===== config.mk =====
export PLATFORM = sky130hd
export DESIGN_NAME = exec_unit
export DESIGN_NICKNAME = d
export VERILOG_FILES = /design/src/rtl/exec_pkg.sv /design/src/rtl/shift_add_mul.sv /design/src/rtl/exec_unit.sv
export SDC_FILE = /design/constraint.sdc
export NUM_CORES = 1
export LEC_CHECK = 0
export CAP_MARGIN = 20
export CELL_PAD_IN_SITES_DETAIL_PLACEMENT = 0
export CELL_PAD_IN_SITES_GLOBAL_PLACEMENT = 2
export CORE_ASPECT_RATIO = 1.75
export CORE_UTILIZATION = 30
export CTS_BUF_LIST = sky130_fd_sc_hd__clkbuf_4
export DETAILED_ROUTE_END_ITERATION = 8
export PLACE_DENSITY_LB_ADDON = 0.1
export SLEW_MARGIN = 20
export SYNTH_ARGS = -nofsm -noshare
export SYNTH_HDL_FRONTEND = slang
export SYNTH_SLANG_ARGS = --single-unit

===== constraint.sdc =====
create_clock -name clk -period 1.5 [get_ports clk]
set_input_delay 0.3 -clock clk [delete_from_list [all_inputs] [get_ports clk]]
set_output_delay 0.3 -clock clk [all_outputs]
set_load 0.03 [all_outputs]

===== src/rtl/exec_pkg.sv =====
// Shared definitions for the execution unit.
//
// Contents:
//   DATA_W_DEF, ADDR_W_DEF  default operand and register-address widths
//   SHAMT_W                 shift-amount width taken from op_b
//   MUL_CNT_W               width of the multiplier iteration counter
//   opcode_e                operation encoding (8 = MUL, 9-15 illegal)
//   state_e                 control FSM states
package exec_pkg;

   localparam int unsigned DATA_W_DEF = 32;
   localparam int unsigned ADDR_W_DEF = 5;
   localparam int unsigned SHAMT_W    = 5;
   localparam int unsigned MUL_CNT_W  = 6;

   typedef enum logic [3:0] {
      OpAdd = 4'd0,
      OpSub = 4'd1,
      OpAnd = 4'd2,
      OpOr  = 4'd3,
      OpXor = 4'd4,
      OpSlt = 4'd5,
      OpSll = 4'd6,
      OpSrl = 4'd7,
      OpMul = 4'd8
   } opcode_e;

   typedef enum logic [0:0] {
      StIdle,
      StMulBusy
   } state_e;

endpackage


===== src/rtl/shift_add_mul.sv =====
// Iterative shift-add multiplier, one multiplier bit per clock.
//
// Ports:
//   clk        clock, rising edge
//   rst        asynchronous active-low reset, aborts any multiply in flight
//   start_i    load operands and begin (ignored while busy by the caller)
//   op_a_i     multiplicand
//   op_b_i     multiplier
//   done_o     high during the final iteration; product_o is valid with it
//   product_o  low DATA_W bits of op_a_i * op_b_i
//
// After start, DATA_W iterations run on the following DATA_W edges. done_o is
// combinational on the last iteration so the caller can register the result
// on the very edge that completes it.
module shift_add_mul
   import exec_pkg::*;
#(
   parameter int unsigned DATA_W = DATA_W_DEF
) (
   input  logic              clk,
   input  logic              rst,
   input  logic              start_i,
   input  logic [DATA_W-1:0] op_a_i,
   input  logic [DATA_W-1:0] op_b_i,
   output logic              done_o,
   output logic [DATA_W-1:0] product_o
);

   localparam logic [MUL_CNT_W-1:0] LastIter = MUL_CNT_W'(DATA_W - 1);

   logic [DATA_W-1:0]    mcand_q;
   logic [DATA_W-1:0]    mplier_q;
   logic [DATA_W-1:0]    acc_q;
   logic [DATA_W-1:0]    acc_d;
   logic [MUL_CNT_W-1:0] cnt_q;
   logic                 busy_q;

   always_comb begin
      acc_d = acc_q;
      if (mplier_q[0]) begin
         acc_d = acc_q + mcand_q;
      end
   end

   assign done_o    = busy_q && (cnt_q == LastIter);
   assign product_o = acc_d;

   always_ff @(posedge clk or negedge rst) begin
      if (!rst) begin
         mcand_q  <= '0;
         mplier_q <= '0;
         acc_q    <= '0;
         cnt_q    <= '0;
         busy_q   <= 1'b0;
      end else if (start_i) begin
         mcand_q  <= op_a_i;
         mplier_q <= op_b_i;
         acc_q    <= '0;
         cnt_q    <= '0;
         busy_q   <= 1'b1;
      end else if (busy_q) begin
         // Bits shifted past the top of mcand only affect product bits >= DATA_W.
         acc_q    <= acc_d;
         mcand_q  <= mcand_q << 1;
         mplier_q <= mplier_q >> 1;
         cnt_q    <= cnt_q + 1'b1;
         if (cnt_q == LastIter) begin
            busy_q <= 1'b0;
         end
      end
   end

endmodule


===== src/rtl/exec_unit.sv =====
// Single-issue integer execution unit feeding a register-file write port.
//
// Ports:
//   clk, rst               clock (rising edge) and asynchronous active-low reset
//   in_valid / in_ready    operand bundle handshake
//   op_a, op_b             operands from register-file read ports
//   opcode                 0 ADD, 1 SUB, 2 AND, 3 OR, 4 XOR, 5 SLT, 6 SLL,
//                          7 SRL, 8 MUL, 9-15 illegal
//   dest                   writeback register address
//   out_valid / out_ready  result handshake
//   out_data, out_addr     result and destination, held while stalled
//   out_we                 register-file write enable (valid and no error)
//   out_err                illegal or disabled opcode
//
// Build option: define EXEC_MUL_EN to include the iterative multiplier. When
// undefined, opcode 8 is reported as illegal and MUL_BUSY is never entered.
//
// Single-cycle ops produce a registered result on the accept edge. MUL
// occupies the unit for DATA_W cycles and blocks new bundles meanwhile.
module exec_unit
   import exec_pkg::*;
#(
   parameter int unsigned DATA_W = DATA_W_DEF,
   parameter int unsigned ADDR_W = ADDR_W_DEF
) (
   input  logic              clk,
   input  logic              rst,
   input  logic              in_valid,
   output logic              in_ready,
   input  logic [DATA_W-1:0] op_a,
   input  logic [DATA_W-1:0] op_b,
   input  logic [3:0]        opcode,
   input  logic [ADDR_W-1:0] dest,
   output logic              out_valid,
   input  logic              out_ready,
   output logic [DATA_W-1:0] out_data,
   output logic [ADDR_W-1:0] out_addr,
   output logic              out_we,
   output logic              out_err
);

   state_e            state_q;
   logic              out_valid_q;
   logic [DATA_W-1:0] out_data_q;
   logic [ADDR_W-1:0] out_addr_q;
   logic              out_err_q;

   logic              accept;
   logic              is_mul;
   logic              alu_err;
   logic [DATA_W-1:0] alu_res;
   logic              slt_lt;

   // Output slot is free when empty or being drained on this edge.
   assign in_ready = (state_q == StIdle) && (!out_valid_q || out_ready);
   assign accept   = in_valid && in_ready;

   assign slt_lt = $signed(op_a) < $signed(op_b);

   always_comb begin
      alu_res = '0;
      alu_err = 1'b0;
      is_mul  = 1'b0;
      case (opcode)
         OpAdd:   alu_res = op_a + op_b;
         OpSub:   alu_res = op_a - op_b;
         OpAnd:   alu_res = op_a & op_b;
         OpOr:    alu_res = op_a | op_b;
         OpXor:   alu_res = op_a ^ op_b;
         OpSlt:   alu_res = {{(DATA_W-1){1'b0}}, slt_lt};
         OpSll:   alu_res = op_a << op_b[SHAMT_W-1:0];
         OpSrl:   alu_res = op_a >> op_b[SHAMT_W-1:0];
`ifdef EXEC_MUL_EN
         OpMul:   is_mul  = 1'b1;
`endif
         default: alu_err = 1'b1;
      endcase
   end

`ifdef EXEC_MUL_EN
   logic              mul_start;
   logic              mul_done;
   logic [DATA_W-1:0] mul_product;
   logic [ADDR_W-1:0] mul_dest_q;

   assign mul_start = accept && is_mul;

   shift_add_mul #(
      .DATA_W (DATA_W)
   ) u_mul (
      .clk       (clk),
      .rst       (rst),
      .start_i   (mul_start),
      .op_a_i    (op_a),
      .op_b_i    (op_b),
      .done_o    (mul_done),
      .product_o (mul_product)
   );
`endif

   always_ff @(posedge clk or negedge rst) begin
      if (!rst) begin
         state_q     <= StIdle;
         out_valid_q <= 1'b0;
         out_data_q  <= '0;
         out_addr_q  <= '0;
         out_err_q   <= 1'b0;
`ifdef EXEC_MUL_EN
         mul_dest_q  <= '0;
`endif
      end else begin
         // Drain by default; a result loaded below on this edge takes priority.
         if (out_ready) begin
            out_valid_q <= 1'b0;
         end
         unique case (state_q)
            StIdle: begin
               if (accept) begin
                  if (is_mul) begin
                     state_q <= StMulBusy;
`ifdef EXEC_MUL_EN
                     mul_dest_q <= dest;
`endif
                  end else begin
                     out_valid_q <= 1'b1;
                     out_data_q  <= alu_res;
                     out_addr_q  <= dest;
                     out_err_q   <= alu_err;
                  end
               end
            end
            StMulBusy: begin
`ifdef EXEC_MUL_EN
               if (mul_done) begin
                  state_q     <= StIdle;
                  out_valid_q <= 1'b1;
                  out_data_q  <= mul_product;
                  out_addr_q  <= mul_dest_q;
                  out_err_q   <= 1'b0;
               end
`else
               state_q <= StIdle;
`endif
            end
            default: state_q <= StIdle;
         endcase
      end
   end

   assign out_valid = out_valid_q;
   assign out_data  = out_data_q;
   assign out_addr  = out_addr_q;
   assign out_err   = out_err_q;
   assign out_we    = out_valid_q && !out_err_q;

endmodule


; Yosys cells after proc, flatten, opt, wreduce, memory -nomap -nowiden
; Cells that the tools add are included.
[word_totals]
elab_cells = 31
input_bits = 77
output_inout_bits = 41
register_bits = 39
[op_classes]
mux = 4
shifts = 2
n_eq_ne = 7
order_cmp = 1
addsub = 2
n_reduce_logical = 8
bitwise = 3
[ops]
columns = operator, count
row1 = 32-bit one-hot mux with 8 select lines, 1
row2 = 32-bit adder, 1
row3 = 32-bit bitwise AND, 1
row4 = 32-bit less-than comparator, 1
row5 = 32-bit OR, 1
row6 = 32-bit by 5-bit << shifter with 32-bit output, 1
row7 = 32-bit by 5-bit right shift with 32-bit output, 1
row8 = 32-bit subtractor, 1
row9 = 32-bit bitwise XOR, 1
row10 = 4-bit by 3-bit == test with 1-bit output (second input constant), 4
row11 = 4-bit by 2-bit == test with 1-bit output (second input constant), 2
row12 = 8-bit OR reduction, 1
row13 = 4-bit by 1-bit == test with 1-bit output (second input constant), 1
row14 = 4-bit zero test, 1
row15 = 1-bit 2-to-1 mux, 3
row16 = 1-bit logical AND, 2
row17 = 1-bit zero test, 2
row18 = 2-bit nonzero test, 1
row19 = 1-bit logical OR, 1

; Depth between registers and ports, before layout
; Gate-level depths: netlist of run 1.
[depth]
ltp_word = 4
ltp_mapped = 15
depth_no_buf = 14

; Least setup slack after synthesis of run 1
; No wires, ideal clock.
[synth_timing]
kind = input -> register
from = in op_b[1]
to = reg out_data_q[31] (netlist: out_data[31])
setup_slack_ps = -2219
cell_stages = 15
arrival_ps = 3589
setup_ps = 130
path_cell_list = clkbuf_1 inv_2 buf_1 clkbuf_1 ha_1 o21ba_2 nor4_2 o21ai_2 a211oi_2 o211ai_2 a31oi_2 a221oi_1 xor2_1 a2111oi_2 a21oi_1
[synth_between]
elab_chain_len = 2
elab_cells_between_ends = 5
cone_classes = add/sub: 2 / shift: 2 / mux: 1
[synth_lines]
columns = item, line
row1 = start: declaration, exec_unit.sv:31  ; input logic [DATA_W-1:0] op_b,
row2 = 32-bit subtractor (tied with other cells), exec_unit.sv:66  ; OpSub: alu_res = op_a - op_b;
row3 = 32-bit one-hot mux with 8 select lines (*), exec_unit.sv:64  ; case (opcode)
row4 = end signal: assignment, exec_unit.sv:126  ; out_data_q <= alu_res;
row5 = end: declaration, exec_unit.sv:44  ; logic [DATA_W-1:0] out_data_q;
; Mark *: on every way between the ends. The rest lies on a longest branch, timed or not.
; A chain may end at the register's enable or synchronous reset.

; Worst setup path after layout of run 1
[layout_timing]
from = in op_a[0]
to = reg out_data_q[28] (netlist: out_data[28])
[layout_between]
elab_chain_len = 2
elab_cells_between_ends = 5
cone_classes = add/sub: 2 / shift: 2 / mux: 1
[layout_lines]
columns = item, line
row1 = start: declaration, exec_unit.sv:30  ; input logic [DATA_W-1:0] op_a,
row2 = 32-bit subtractor (tied with other cells), exec_unit.sv:66
row3 = 32-bit one-hot mux with 8 select lines (*), exec_unit.sv:64
; Marks and branches as above.

==> metrics.md, run 1 <==
| Metric | Value |
|---|---|
| Area growth from synthesis to layout | `87.6%` |
| Post-synth EDFFs | `0` |
| Final net count | `2201` |
| Worst slew pin tran | `0.779 ns` |
| Crit path DAT | `3.04 ns` |
| Critical Path End Type | `register` |
| Top FF cell, synth | `dfrtp_1` |
| Fraction of power consumed by sequential logic | `0.134` |
| Final period util | `1.84` |
| Worst reg-to-reg setup slack | `-0.62 ns` |
| Comb pwr share | `0.765` |
| Inst Count DP | `2299` |
| Fin cells | `2416` |
| Fraction of layout cells with a size suffix above 1 | `0.505` |
| Worst path cell trace | `buf_6 -> inv_4 -> ha_4 -> inv_2 -> fa_2 -> nor2b_4 -> o211ai_1 -> buf_4 -> a21oi_2 -> a21o_1 -> a21bo_4 -> a211oi_4 -> nor4_4 -> mux2i_1 -> a221oi_2 -> nor2_1` |
| Final Max Tran Viols | `0` |
| Clock Latency Late Sink | `0.39 ns` |
| Syn Inst Count | `1369` |
| # setup viols final | `32` |
| H-tree depth | `2` |
| Power per cell area | `538 nW/um^2` |
| Total track usage | `0.379` |
| Worst rel slew slack | `0.479` |
| Min Tclk post-route | `2.76 ns` |
| Max-cap violations | `0` |
| # rows | `86` |
| CP max stage cell | `a221oi_2` |
| DRT Wirelength | `61600 um` |
| WP buf/inv | `4` |
| Vias in the first global route | `13791` |
| Required time of the worst setup path | `1.78 ns` |
| Critical-path maximum fanout | `3` |
| Mean post-synth cell area | `6.96 sq um` |
| Wirelength per Cell | `25.5 um` |
| Clock sink count | `39` |
| Post-synthesis async set-or-reset flop share | `1.00` |
| Clock power share | `0.102` |
| Starting density of the core | `0.303` |
| Placer Congestion | `1.04` |
| Via count | `13562` |
| Worst setup margin | `-1.26 ns` |
| Die area | `32500 sq um` |
| Failing checks | `negative setup slack` |
| Sequential-to-total area share from yosys stat | `0.102` |
| Die Ht | `238 um` |
| Sw Pwr | `4.48 mW` |
| CTS tree | `yes` |
| Final core utilization | `0.569` |
| RSZ-0062 raised after global routing | `yes` |
| DP HPWL | `49400 um` |
| CP max stage delay | `0.39 ns` |
| Hold crit path type | `input port to asynchronous set/reset pin` |
| Critical Path Start | `op_a[0]` |
| Maximum vdd ir drop | `0.000370 V` |
| Final hold vios | `0` |
| Startpoint class of the critical path | `input port` |
| P_int | `5.14 mW` |
| Remaining Overflow, GRT | `0` |
| Synth warn | `0` |
| Place WS | `-2.40 ns` |
| Number of placed I/O pins | `118` |
| Root Buffer | `clkbuf_4` |
| Initial antenna violation count | `1` |
| Die Span X | `137 um` |
| Distinct cells, synth | `90` |
| Worst Setup Path Type | `input port to register` |
| DRC violations left | `0` |
| First-pass GRT wire length | `88300 um` |
| Crit path max-delay family | `compound AO/OA/AOI/OAI gates` |
| Reg2reg start | `out_valid$_DFFE_PN0P_` |
| Syn nets | `1553` |
| Clock Tree Buf Depth | `2` |
| Synthesis-stage register bit count | `39` |
| Post-route ant nets | `0` |
| Core region area | `31400 sq um` |
| Layout Skew | `0.00869 ns` |
| Drt pass-1 iters | `6` |
| Outcome | `complete, but fails checks` |
| LEAKAGE | `8.19 nW` |
| IO buf count | `117` |
| Post-DR vias/cell | `5.61` |
| Switching share of power | `0.466` |
| Largest net degree at the start of global routing | `73` |
| Post-Syn Area | `9530 sq um` |
| Worst-path clk slew | `0.15 ns` |
| DRT iter0 DRCs | `736` |
| Fmax | `362 MHz` |
| CTS Buf Count | `5` |
==> registers in the layout, indices dropped and copies added (netlist names) <==
signal     flops
out_valid      1
out_data      32
out_addr       5
out_err        1
==> cells in the mapped netlist (8+ instances only) <==
master / count / area [sq um]
o221ai_1: 9 / 78.8
xor2_1: 8 / 70.1
a21o_1: 15 / 113
a211oi_1: 19 / 143
xnor2_1: 23 / 201
inv_1: 89 / 334
buf_1: 17 / 63.8
nand2b_1: 14 / 87.6
a31oi_1: 19 / 119
o22ai_1: 13 / 81.3
mux2i_1: 52 / 521
clkbuf_1: 51 / 191
buf_4: 8 / 60.1
o31ai_1: 8 / 60.1
mux4_2: 16 / 360
nand4_1: 9 / 56.3
dfrtp_1: 39 / 976
a222oi_1: 8 / 80.1
nor4_1: 8 / 50.1
ha_1: 105 / 1310
o211ai_1: 13 / 97.6
a21oi_1: 152 / 761
nor2_1: 151 / 567
nor3_1: 25 / 125
a221oi_1: 31 / 272
o21ai_0: 123 / 616
buf_2: 20 / 100
a22oi_1: 8 / 60.1
nor2b_1: 8 / 50.1
o21bai_1: 15 / 113
nand3_1: 14 / 70.1
nand2_1: 152 / 571
==> repair_timing <==
action,4_1_cts,5_1_grt
hold buffers,1,0
hold endpoints to repair,13,0
pin swaps,120,113
endpoints found under the setup margin,72,66
resized for setup,504,233
buffers inserted,63,46
gates cloned,6,1
==> power groups by stage <==
stage | registers (mW) | clock network [mW] | logic [mW]
after global routing | 1.30 | 1.04 | 7.73
after CTS | 1.28 | 0.999 | 6.77
after floorplan | 1.55 | 0 | 2.52
after detailed placement | 1.30 | 0 | 6.00
final | 1.28 | 0.977 | 7.35
after global placement | 1.30 | 0 | 5.99
==> final timing paths <==
check,to,depth (start not counted)
setup / recovery,out_data[28]$_DFFE_PN0P_,16
hold / removal,out_data[11]$_DFFE_PN0P_,2
setup reg to reg,out_data[18]$_DFFE_PN0P_,7
hold reg to reg,out_addr[2]$_DFFE_PN0P_,2
max in group asynchronous,out_data[3]$_DFFE_PN0P_,3
min in group clk,out_addr[4]$_DFFE_PN0P_,3
==> worst reg2reg max path, delay by kind of cell (launching register included) <==
family,cells,cell delay (ns)
AO/OA/AOI/OAI,2,0.36
buffers and inverters,2,0.38
AND/OR/NAND/NOR,3,0.88
flip-flops,1,0.44
==> area by class of cell <==
type	instances	area, sq um
Antenna cell	2	5.00
Clock buffer	5	37.5
Clock inverter	3	67.6
Fill cell	3007	13500
Inverter	97	414
Multi-Input combinational cell	1129	9410
Sequential cell	39	977
Tap cell	396	495
Timing Repair Buffer	745	6480
==> per-stage QoR <==
stage                     instance area, sq um  power, mW  hold slack [ns]  setup TNS, ns
after floorplan                           9820       4.06          0.00441         -32.65
after global placement                   14900       7.29            0.234         -61.33
after detailed placement                 14900       7.30            0.242         -61.40
after CTS                                16900       9.05            0.341         -30.52
after global routing                     17900       10.1            0.355         -33.77
final                                    17900       9.62            0.333         -31.74
==> cell families (layout without fill, tap and decap cells) <==
logic type | count (synthesis) | count (layout) | synth area share
flip-flops | 39 | 39 | 0.102
XOR/XNOR | 31 | 31 | 0.0285
AO/OA/AOI/OAI | 501 | 501 | 0.342
buffers and inverters | 201 | 850 | 0.0910
other | 0 | 2 | 0
AND/OR/NAND/NOR | 415 | 415 | 0.193
adder cells (fa/ha/maj) | 107 | 107 | 0.142
multiplexers | 75 | 75 | 0.101
==> routing by layer <==
metal / GRT usage / wire length [um] / up-vias
met2: 0.662 / 30600 / 522
li1: - / - / 6271
met3: 0.0461 / 2410 / 269
met4: 0.403 / 7980 / 0
met1: 0.364 / 20600 / 6500
met5: 0 / 0 / -
==> layout by cell type, fill, tap and decap left out, types with 13 or more instances in the layout <==
cell,n
a211oi_1,13
a21o_1,15
a21oi_1,113
a21oi_2,32
a221oi_1,17
a221oi_2,13
a31oi_1,13
buf_12,19
buf_4,524
buf_6,82
clkbuf_2,23
clkdlybuf4s15_1,17
clkdlybuf4s50_1,18
dfrtp_1,38
dlygate4sd2_1,22
ha_1,65
ha_4,28
inv_1,49
inv_2,33
mux2i_1,44
mux4_2,16
nand2_1,142
nand3_1,14
nor2_1,135
nor3_1,15
o211ai_1,13
o21ai_0,77
o21ai_1,27
o21ai_2,16
xnor2_1,17
Power figures use the tool's default switching activity.
==> run 2, diff against run 1 <==
--- a/config.mk
+++ b/config.mk
@@ -17,3 +17,4 @@
 export SYNTH_ARGS = -nofsm -noshare
 export SYNTH_HDL_FRONTEND = slang
 export SYNTH_SLANG_ARGS = --single-unit
+export TNS_END_PERCENT = 1
==> metrics.md, run 2 (same netlist as run 1, synthesis figures left out) <==
| Metric | Value |
|---|---|
| Vias in the first global route | `13160` |
| Wirelength per Cell | `25.5 um` |
| Final period util | `1.80` |
| Total track usage | `0.367` |
| Outcome | `complete, but fails checks` |
| Post-DR vias/cell | `5.60` |
| Number of placed I/O pins | `118` |
| Commonest non-fill, non-tap cell in the layout | `buf_4` |
| CTS Buf Count | `5` |
| DRT iter0 DRCs | `920` |
| Worst reg-to-reg setup slack | `-0.77 ns` |
| Critical-path maximum fanout | `7` |
| Reg area | `978 sq um` |
| RSZ-0062 raised after global routing | `yes` |
| Required time of the worst setup path | `1.83 ns` |
| Root Buffer | `clkbuf_4` |
| Fmax | `369 MHz` |
| DP HPWL | `49600 um` |
| Worst rel slew slack | `0.535` |
| Initial antenna violation count | `1` |
| Worst slew pin tran | `0.698 ns` |
| Crit path DAT | `3.04 ns` |
| First-pass GRT wire length | `84800 um` |
| H-tree depth | `2` |
| Maximum vdd ir drop | `0.000489 V` |
| Startpoint class of the critical path | `input port` |
| # rows | `86` |
| Clock sink count | `39` |
| Final hold vios | `0` |
| Max reg flops | `32` |
| Total power | `8.57 mW` |
| Die Span X | `137 um` |
| Path depth of the worst reg2reg path | `7` |
| Area growth from synthesis to layout | `66.3%` |
| Largest net degree at the start of global routing | `73` |
| CTS tree | `yes` |
| Placer Congestion | `1.05` |
| Failing checks | `negative setup slack` |
| # setup viols final | `34` |
| Footprint of the multi-input gates | `8680 sq um` |
| Hold crit path type | `input port to asynchronous set/reset pin` |
| Most frequent cells in the layout | `506 x buf_4, 150 x nand2_1, 146 x nor2_1` |
| Power per cell area | `541 nW/um^2` |
| Layout Skew | `0.0124 ns` |
| Worst Setup Path Type | `input port to register` |
| Worst-path clk slew | `0.16 ns` |
| Max-cap violations | `0` |
| Critical Path Start | `op_a[6]` |
| LEAKAGE | `7.34 nW` |
| Final net count | `2103` |
| Core region area | `31400 sq um` |
| Via count | `12972` |
| Fill count | `3225` |
| Final hold slack | `0.335 ns` |
| Starting density of the core | `0.303` |
| Die area | `32500 sq um` |
| Drt pass-1 iters | `9` |
| Min Tclk post-route | `2.71 ns` |
| Capturing point of the worst reg2reg path | `out_data[25]$_DFFE_PN0P_` |
| DRC violations left | `0` |
| Final core utilization | `0.504` |
| Final Max Tran Viols | `0` |
| Finished Cell Area | `15800 sq um` |
| Placement Cell Area | `14600 sq um` |
| Clock Latency Late Sink | `0.42 ns` |
| DRT Wirelength | `59000 um` |
| Post-route ant nets | `0` |
| Clock Tree Buf Depth | `2` |
| Worst setup margin | `-1.21 ns` |
| Remaining Overflow, GRT | `0` |
| Fraction of layout cells with a size suffix above 1 | `0.433` |
| Critical Path End Type | `register` |
| Die Ht | `238 um` |
| Reg2reg start | `out_valid$_DFFE_PN0P_` |
| IO buf count | `117` |
[run 2: what timing repair did]
action / 4_1_cts / 5_1_grt
pin swaps: 61 / 51
hold endpoints to repair: 14 / 0
setup buffers: 21 / 7
hold buffers: 1 / 0
resized for setup: 344 / 120
setup endpoints to repair: 73 / 53
[run 2: power by group]
part	switching (mW)	internal [mW]	leakage, nW
Sequential	0.101	1.18	0.489
Combinational	3.57	2.89	6.80
Clock	0.482	0.351	0.0452
Total	4.15	4.42	7.34
[run 2: layout make-up]
class / count / area share
clock inverters: 3 / 0.00276
multi-input cells: 1129 / 0.548
inverters: 97 / 0.0245
repair buffers: 647 / 0.329
clock buffers: 5 / 0.00237
diodes: 1 / 0.000158
flip-flops and latches: 39 / 0.0617
well taps: 396 / 0.0313
[run 2: worst max-delay path, cell delays in order]
cell and delay, ns:
dlygate4sd2_1 0.26, buf_6 0.15, ha_1 0.22, buf_4 0.16, a21oi_2 0.13, o211ai_1 0.12
a221o_1 0.40, o211ai_4 0.27, a21oi_4 0.12, a221oi_4 0.27, o21bai_2 0.11, a311oi_2 0.22
xnor2_1 0.11, o311ai_2 0.20
[run 2: routing by layer]
metal | wire [um] | GRT usage | part of all wire | vias up
met4 | 7140 | 0.359 | 0.12 | 0
met5 | 0 | 0 | 0 | -
li1 | - | - | - | 6076
met1 | 19300 | 0.345 | 0.33 | 6133
met2 | 29800 | 0.654 | 0.50 | 531
met3 | 2840 | 0.0593 | 0.048 | 232
[run 2: how the worst max path moves through the flow]
| stage | to | slack, ns | cells after the start |
|---|---|---|---|
| 2_1_floorplan | out_data[31]$_DFFE_PN0P_ | -1.41 | 15 |
| 3_3_place_gp | out_data[29]$_DFFE_PN0P_ | -2.31 | 14 |
| 3_5_place_dp | out_data[29]$_DFFE_PN0P_ | -2.26 | 14 |
| 4_1_cts | out_data[31]$_DFFE_PN0P_ | -1.35 | 14 |
| 5_1_grt | out_data[31]$_DFFE_PN0P_ | -1.31 | 15 |
| 6_report | out_data[30]$_DFFE_PN0P_ | -1.21 | 14 |
[run 2: per-stage QoR]
stage                     cells  TNS, ns  setup slack [ns]
final                      2317   -28.38             -1.21
after global placement     2279   -59.61             -2.31
after detailed placement   2279   -60.38             -2.26
after CTS                  2309   -30.23             -1.35
after global routing       2317   -31.68             -1.31
after floorplan            1369   -35.52             -1.41
